$ cat config.mk
export PLATFORM = sky130hd
export DESIGN_NAME = l2_read_arbiter
export DESIGN_NICKNAME = d
export VERILOG_FILES = /design/src/rtl/l2_pkg.sv /design/src/rtl/l2_arb_pick.sv /design/src/rtl/l2_read_arbiter.sv
export SDC_FILE = /design/constraint.sdc
export NUM_CORES = 1
export LEC_CHECK = 0
export ABC_CLOCK_PERIOD_IN_PS = 2950
export CORE_AREA = 2 2 342 344
export DETAILED_ROUTE_END_ITERATION = 16
export DIE_AREA = 0 0 344 346
export PLACE_DENSITY = 0.3
export SETUP_SLACK_MARGIN = 0.02
export SYNTH_ARGS = -nofsm -noshare
export SYNTH_HDL_FRONTEND = slang
export SYNTH_SLANG_ARGS = --single-unit
$ cat constraint.sdc
create_clock -name clk -period 2.95 [get_ports clk]
set_input_delay 0.885 -clock clk [delete_from_list [all_inputs] [get_ports clk]]
set_output_delay 0.885 -clock clk [all_outputs]
set_load 0.01 [all_outputs]
$ cat src/rtl/l2_pkg.sv
// Shared types and constants for the L2 read-port arbiter.
package l2_pkg;

  localparam int L2_BLOCK_W = 256;
  localparam int L2_ADDR_W  = 32;
  localparam int D_BURST_W  = 4;

  typedef enum logic [1:0] {
    IDLE   = 2'd0,
    BUSY_I = 2'd1,
    BUSY_D = 2'd2,
    DRAIN  = 2'd3
  } arb_state_t;

  typedef enum logic {
    REQ_I = 1'b0,
    REQ_D = 1'b1
  } req_id_t;

  // Saturating increment for the consecutive-D-grant counter.
  function automatic logic [D_BURST_W-1:0] burst_inc(input logic [D_BURST_W-1:0] v);
    logic [D_BURST_W-1:0] r;
    if (v == {D_BURST_W{1'b1}}) begin
      r = v;
    end else begin
      r = v + {{(D_BURST_W-1){1'b0}}, 1'b1};
    end
    return r;
  endfunction

endpackage

$ cat src/rtl/l2_arb_pick.sv
// Winner selection between icache and dcache, plus the next value of the
// consecutive-D-grant counter that applies if this pick becomes a grant.
module l2_arb_pick
  import l2_pkg::*;
#(
  parameter int D_PRIORITY  = 1,
  parameter int MAX_D_BURST = 4
) (
  input  logic                 i_req,
  input  logic                 d_req,
  input  req_id_t              last_grant,
  input  logic [D_BURST_W-1:0] d_burst,
  output req_id_t              winner,
  output logic [D_BURST_W-1:0] d_burst_nxt
);

  localparam logic [D_BURST_W-1:0] BURST_LIM = D_BURST_W'(MAX_D_BURST);

  // Choose the requester to grant; ties resolved by priority+burst cap or round-robin.
  always_comb begin
    winner = REQ_I;
    if (i_req && d_req) begin
      if (D_PRIORITY != 0) begin
        if (d_burst >= BURST_LIM) begin
          winner = REQ_I;
        end else begin
          winner = REQ_D;
        end
      end else begin
        if (last_grant == REQ_I) begin
          winner = REQ_D;
        end else begin
          winner = REQ_I;
        end
      end
    end else if (d_req) begin
      winner = REQ_D;
    end else begin
      winner = REQ_I;
    end
  end

  // Count D grants only while I is being held off; any other grant resets the run.
  always_comb begin
    d_burst_nxt = {D_BURST_W{1'b0}};
    if (winner == REQ_D) begin
      if (i_req) begin
        d_burst_nxt = burst_inc(d_burst);
      end else begin
        d_burst_nxt = {D_BURST_W{1'b0}};
      end
    end else begin
      d_burst_nxt = {D_BURST_W{1'b0}};
    end
  end

endmodule

$ cat src/rtl/l2_read_arbiter.sv
// Arbitrates the single L2 read port between the L1 icache and dcache.
// Holds the granted address for the whole transaction and drains aborted
// requests so the L2 never sees a dangling read.
module l2_read_arbiter
  import l2_pkg::*;
#(
  parameter int D_PRIORITY  = 1,
  parameter int MAX_D_BURST = 4
) (
  input  logic                  clk,
  input  logic                  rst,
  input  logic                  i_read_en,
  input  logic [L2_ADDR_W-1:0]  i_addr,
  output logic [L2_BLOCK_W-1:0] i_block,
  output logic                  i_stall,
  input  logic                  d_read_en,
  input  logic [L2_ADDR_W-1:0]  d_addr,
  output logic [L2_BLOCK_W-1:0] d_block,
  output logic                  d_stall,
  output logic                  L2_read_en,
  output logic [L2_ADDR_W-1:0]  L2_addr_read,
  input  logic [L2_BLOCK_W-1:0] L2_block_read,
  input  logic                  L2_stall
);

  arb_state_t           state_r, state_nxt_s;
  logic [L2_ADDR_W-1:0] addr_r, addr_nxt_s;
  req_id_t              last_grant_r, last_grant_nxt_s;
  logic [D_BURST_W-1:0] d_burst_r, d_burst_nxt_s;
  req_id_t              pick_winner_s;
  logic [D_BURST_W-1:0] pick_burst_s;
  logic                 i_abort_s, d_abort_s;

  l2_arb_pick #(
    .D_PRIORITY (D_PRIORITY),
    .MAX_D_BURST(MAX_D_BURST)
  ) u_pick (
    .i_req      (i_read_en),
    .d_req      (d_read_en),
    .last_grant (last_grant_r),
    .d_burst    (d_burst_r),
    .winner     (pick_winner_s),
    .d_burst_nxt(pick_burst_s)
  );

  // A requester abandons its transaction by dropping read_en or moving its address.
  assign i_abort_s = !i_read_en || (i_addr != addr_r);
  assign d_abort_s = !d_read_en || (d_addr != addr_r);

  // State, latched address and fairness bookkeeping registers.
  always_ff @(posedge clk) begin
    if (rst) begin
      state_r      <= IDLE;
      addr_r       <= {L2_ADDR_W{1'b0}};
      last_grant_r <= REQ_I;
      d_burst_r    <= {D_BURST_W{1'b0}};
    end else begin
      state_r      <= state_nxt_s;
      addr_r       <= addr_nxt_s;
      last_grant_r <= last_grant_nxt_s;
      d_burst_r    <= d_burst_nxt_s;
    end
  end

  // Next-state logic: grant only from IDLE, completion beats abort.
  always_comb begin
    state_nxt_s      = state_r;
    addr_nxt_s       = addr_r;
    last_grant_nxt_s = last_grant_r;
    d_burst_nxt_s    = d_burst_r;
    case (state_r)
      IDLE: begin
        if (i_read_en || d_read_en) begin
          last_grant_nxt_s = pick_winner_s;
          d_burst_nxt_s    = pick_burst_s;
          if (pick_winner_s == REQ_D) begin
            state_nxt_s = BUSY_D;
            addr_nxt_s  = d_addr;
          end else begin
            state_nxt_s = BUSY_I;
            addr_nxt_s  = i_addr;
          end
        end else begin
          state_nxt_s = IDLE;
        end
      end
      BUSY_I: begin
        if (!L2_stall) begin
          state_nxt_s = IDLE;
        end else if (i_abort_s) begin
          state_nxt_s = DRAIN;
        end else begin
          state_nxt_s = BUSY_I;
        end
      end
      BUSY_D: begin
        if (!L2_stall) begin
          state_nxt_s = IDLE;
        end else if (d_abort_s) begin
          state_nxt_s = DRAIN;
        end else begin
          state_nxt_s = BUSY_D;
        end
      end
      DRAIN: begin
        if (!L2_stall) begin
          state_nxt_s = IDLE;
        end else begin
          state_nxt_s = DRAIN;
        end
      end
      default: begin
        state_nxt_s = IDLE;
      end
    endcase
  end

  // L2 side: request is a pure state decode, address comes straight from the latch.
  assign L2_read_en   = (state_r != IDLE);
  assign L2_addr_read = addr_r;

  // L1 side: data is broadcast; the stall tells each cache when it is valid for it.
  assign i_block = L2_block_read;
  assign d_block = L2_block_read;
  assign i_stall = i_read_en & ~((state_r == BUSY_I) & ~L2_stall & (i_addr == addr_r));
  assign d_stall = d_read_en & ~((state_r == BUSY_D) & ~L2_stall & (d_addr == addr_r));

endmodule

---- After elaboration in Yosys (flattened, before gate mapping) ----
Cells that the tools add are included.
operators by class
  multiplexer cells ....................... 15
  magnitude comparators ................... 1
  reduce and logical (&&, ||, !) cells .... 10
  bitwise operators ....................... 9
  add/sub/neg operators ................... 1
  eq/ne operators ......................... 9
operators by type and width
  operator                                                                             count
  32-bit == test                                                                       2
  32-bit != test                                                                       2
  32-bit two-way mux                                                                   1
  2-bit two-way mux                                                                    6
  4-bit two-way mux                                                                    3
  2-bit case mux with 4 select lines                                                   1
  1-bit AND                                                                            6
  4-bit by 1-bit adder with 4-bit output, second input constant                        1
  2-bit == test, second input constant                                                 2
  4-bit == test, second input constant                                                 1
  4-bit by 3-bit greater-or-equal comparator with 1-bit output, second input constant  1
  1-bit two-way mux                                                                    4
  1-bit logical OR                                                                     3
  3-bit != test, second input constant                                                 1
  1-bit NOT                                                                            3
  3-bit AND reduction                                                                  1
  2-bit by 1-bit == test with 1-bit output, second input constant                      1
  1-bit zero test                                                                      2
  2-bit zero test                                                                      1
  2-bit AND reduction                                                                  1
  2-bit nonzero test                                                                   1
  1-bit logical AND                                                                    1
word-level totals
  output and inout port bits .............. 547
  input port bits ......................... 325
  register bits after elaboration ......... 38
  word-level logic and storage cells ...... 48

---- Depth between registers and ports, before layout ----
Gate-level depths: netlist of the first run.
  depth after elaboration ................. 6
  mapped depth ............................ 7
  gate-level depth less buffers ........... 6

---- Hierarchy ----
A second synthesis of the first run with hierarchy kept.
second synthesis, totals
  cells, all modules ...................... 789
  area, all modules ....................... 6283.5 um2
modules (own cells, without submodules)
  module           area each (um2)  instances  cells an instance  sequential area each (um2)
  l2_read_arbiter  6214.7           1          780                780.7
  l2_arb_pick      68.8             1          9                  0.0

---- Least setup slack after synthesis of the first run ----
OpenSTA, ideal clock, no wires.
  kind .................................... input port to output port
  from .................................... in i_addr[21]
  to ...................................... out i_stall
  path buffers ............................ 0
  stages on the path ...................... 5
  arrival ................................. 1753 ps
  path slack .............................. 312 ps
  data required time ...................... 2065 ps
  cell sequence ........................... xnor2_1 nand4_1 nor4_1 nand3_1 o31a_1
on the way
  longest elaborated chain between the ends .. 4
RTL lines
  item             RTL line                RTL
  start, declared  l2_read_arbiter.sv:13   input logic [L2_ADDR_W-1:0] i_addr,
  32-bit == test   l2_read_arbiter.sv:125  assign i_stall = i_read_en & ~((state_r == BUSY_I) & ~L2_stall & (i_addr == addr_r));
  1-bit AND        l2_read_arbiter.sv:125
  1-bit NOT        l2_read_arbiter.sv:125
  1-bit AND        l2_read_arbiter.sv:125
  end, declared    l2_read_arbiter.sv:15   output logic i_stall,
No other way between the ends.

---- Worst setup path in the final report of the first run ----
  from .................................... in d_addr[19]
  to ...................................... out d_stall
on the way
  longest elaborated chain between the ends .. 4
RTL lines
  item             RTL line                RTL
  start, declared  l2_read_arbiter.sv:17   input logic [L2_ADDR_W-1:0] d_addr,
  32-bit == test   l2_read_arbiter.sv:126  assign d_stall = d_read_en & ~((state_r == BUSY_D) & ~L2_stall & (d_addr == addr_r));
  1-bit AND        l2_read_arbiter.sv:126
  1-bit NOT        l2_read_arbiter.sv:126
  1-bit AND        l2_read_arbiter.sv:126
  end, declared    l2_read_arbiter.sv:19   output logic d_stall,
No other way between the ends.

==> results of run 1 <==
-- per-layer routing --
layer | track usage [%] | wire [um] | share of wire (%)
met4 | 4.47 | 2970 | 7.6
met2 | 8.32 | 15000 | 38
met3 | 4.63 | 6580 | 17
met5 | 0.735 | 144 | 0.37
met1 | 6.85 | 14500 | 37
-- how the worst min path moves through the flow --
stage               slack (ns)          from           end  cells past startpoint
floorplan                 0.48  d_burst_r[1]  d_burst_r[1]                      2
global placement          0.50  d_burst_r[1]  d_burst_r[1]                      2
detailed placement        0.51  d_burst_r[1]  d_burst_r[1]                      2
CTS                       0.54  d_burst_r[1]  d_burst_r[1]                      2
global route              0.57  d_burst_r[3]  d_burst_r[3]                      1
finish                    0.53  d_burst_r[1]  d_burst_r[1]                      2
-- per-stage QoR --
stage                     total power [mW]  setup WS, ns  setup TNS, ns
after floorplan                       1.78         0.312              0
after detailed placement              1.98         -2.02          -4.52
after global placement                1.98         -2.49          -5.52
after CTS                             3.02         -1.26          -1.93
after global routing                  3.12         -1.13          -1.77
final                                 2.88        -0.846          -1.38
-- layout make-up --
cell class / instances / area (um2)
multi-input cells: 244 / 1960
clock buffers: 5 / 125
inverters: 3 / 11.3
fillers: 13600 / 109000
clock inverters: 3 / 68.8
diodes: 1 / 2.50
flip-flops and latches: 38 / 761
well taps: 1524 / 1910
repair buffers: 189 / 1730
-- critical path, cell delays in order --
cell,delay (ns)
dlygate4sd2_1,0.25
xnor2_1,0.19
buf_4,0.18
nand4_1,0.18
nor4_4,0.60
nand3_4,0.15
o31a_1,0.32
buf_6,0.14
-- placed cells by master, fill, tap and decap left out, types with 2 or more instances in the layout --
cell and n:
a21oi_1 2, a22oi_1 2, a311oi_1 32, buf_12 6
buf_2 4, buf_4 73, buf_6 16, buf_8 3
bufinv_16 2, clkbuf_16 5, clkbuf_2 5, clkdlybuf4s15_1 2
clkdlybuf4s50_1 50, dfxtp_1 38, dlygate4sd2_1 27, dlymetal6s2s_1 2
inv_1 2, nand2_1 33, nand3_1 33, nand3_4 2
nand4_1 14, nor2_1 38, nor3_1 2, nor3_4 2
nor3b_1 2, nor4_4 3, o21ai_0 2, o31a_1 2
xnor2_1 29, xnor2_2 24, xnor2_4 5, xor2_1 5
-- cells by family (layout without fill, tap and decap cells) --
group                      count (synthesis)  count (layout)  synth area share [%]
AOI/OAI and AO/OA                         44              44                  5.93
xor gates and xnor gates                  64              64                  8.91
adders and majority gates                  1               1                 0.199
buffers and inverters                    536             200                  62.8
DFF                                       38              38                  12.1
other                                      0               1                     0
and+or+nand+nor                          135             135                  10.0
-- flip-flops by register name, summed over array words and instances (netlist names) --
| register | cells |
|---|---|
| L2_addr_read | 32 |
| d_burst_r | 4 |
| state_r | 2 |
-- power groups by stage --
stage	Combinational, mW	Sequential, mW	Clock (mW)
2_1_floorplan	1.07	0.715	0
3_3_place_gp	1.31	0.669	0
3_5_place_dp	1.31	0.673	0
4_1_cts	1.39	0.675	0.947
5_1_grt	1.48	0.692	0.944
6_report	1.34	0.680	0.858
-- timing repair --
item | in CTS | in global routing
setup endpoints to repair | 3 | 2
pin swaps | 45 | 25
buffers inserted | 0 | 2
gates resized for setup | 143 | 24
==> impl_metrics.tcl, run 1 <==
set metrics [dict create \
    period_share_pct 129 \
    area_delta_synth_final_pct 4.42 \
    fmax_ghz 0.263 \
    worstPathMaxFanout 2 \
    comb_power_share_pct 46.5 \
    drt-total-wl_um 39200 \
    end_kind "output pin" \
    ios 872 \
    clkTransAtPathRegs_ns 0.08 \
    crit_required_ns 2.07 \
    drtPass1Iterations 6 \
    powerDensity_nw_per_um2 438 \
    grt_start_max_net_pins 48 \
    viasPerCell 1.91 \
    critical_path_class "in -> out" \
    fin_crit_ns 3.80 \
    antenna_found_initial 10 \
    first_global_vias 4148 \
    grt-ovfl-total 0 \
    ys.flop_type "dfxtp_1" \
    worstPathArrival_ns 2.91 \
    cts-root-buf "clkbuf_16" \
    gp_congestion 0.620 \
    wire_per_inst_um 19.5 \
    crit_path_start_kind "input port" \
    vias 3836 \
    synth.largest_area_cell "buf_4" \
    switching_power_mw 1.14 \
    die-area_um2 119000 \
    ant_nets 0 \
    final_cells 2007 \
    cts_tree "done" \
    r2r-start "L2_addr_read[16]" \
    fin_skew_ns 0.0116 \
    synthDistinctLibCells 29 \
    rsz0062_at_grt "true" \
    drc 0 \
    violations "negative setup slack" \
    sequentialPowerShare_pct 23.7 \
    placed_area_um2 6020 \
    synth-edff-count 0 \
    synth.most_common_cell "buf_4" \
    rr_worst_depth 7 \
    clk_path_buf_depth 2 \
    p_int_mw 1.73 \
    die_w_um 344 \
    cts_num_sinks 38 \
    p_leak_nw 2.00 \
    async_flop_share_pct 0 \
    setup_viol 2 \
    ir_drop_mv 0.266 \
    slew_violations 0 \
    grt_first_pass_wirelength_um 47200 \
    ys_seq_elements 38 \
    synth_nets 1144 \
    final_util_pct 5.69 \
    core_area_um2 115000 \
    synth_cells 818 \
    track_usage_pct 6.31 \
    rrSetupSlack_ns 0.61 \
    setup_ws_ns -0.846 \
    htreeDepth 2 \
    slew_headroom_pct 58.4 \
    port_buffers 103 \
    initial_core_util_pct 5.45 \
    holdBufCountCts 0 \
    synthesis.area_um2 6290 \
    crit_start "d_addr[19]" \
    rows 125 \
    numCtsBuffers 5 \
    hold_slack_ns 0.529 \
    ys_seq_area_share_pct 12.1 \
    synth.area.top_cells "buf_4, dfxtp_1, xnor2_1" \
    switching_share_pct 39.7 \
    worst_r2r_endpoint "state_r[0]" \
    status "finished with violations" \
    hold_path_class "reg -> reg" \
    maxCapViolations 0 \
    p_clk_share_pct 29.8 \
    endpoint "d_stall" \
    synth_common_cells "buf_4, xnor2_1, dfxtp_1, nor2_1, nand3_1" \
    drtIter0Drc 162 \
    die_y_um 346 \
    hpwl_um 33700 \
    layout-drive-gt1-share_pct 33.2 \
    worst_slew_pin_slew_ns 0.622 \
    hold_viol_final 0 \
    syn_area_per_cell_um2 7.69 \
    synth_top_cell_area_share_pct 61.1 \
    final_area_um2 6570 \
    fin_nets 807 \
    placed_cells 1998 \
    yosys_warnings 0 \
    clock_latency_ns 0.35 \
]
No activity file was read; power rests on OpenSTA's default activity.
==> run 2: changes to the inputs <==
Settings changed: SKIP_LAST_GASP set to 1.
==> results of run 2 <==
Same layout as run 1: the final DEF is identical, and so are final timing and power.
==> run 3: changes to the inputs <==
Settings changed: CTS_CLUSTER_DIAMETER set to 60.
==> results of run 3 <==
Same layout as run 1: the final DEF is identical, and so are final timing and power.
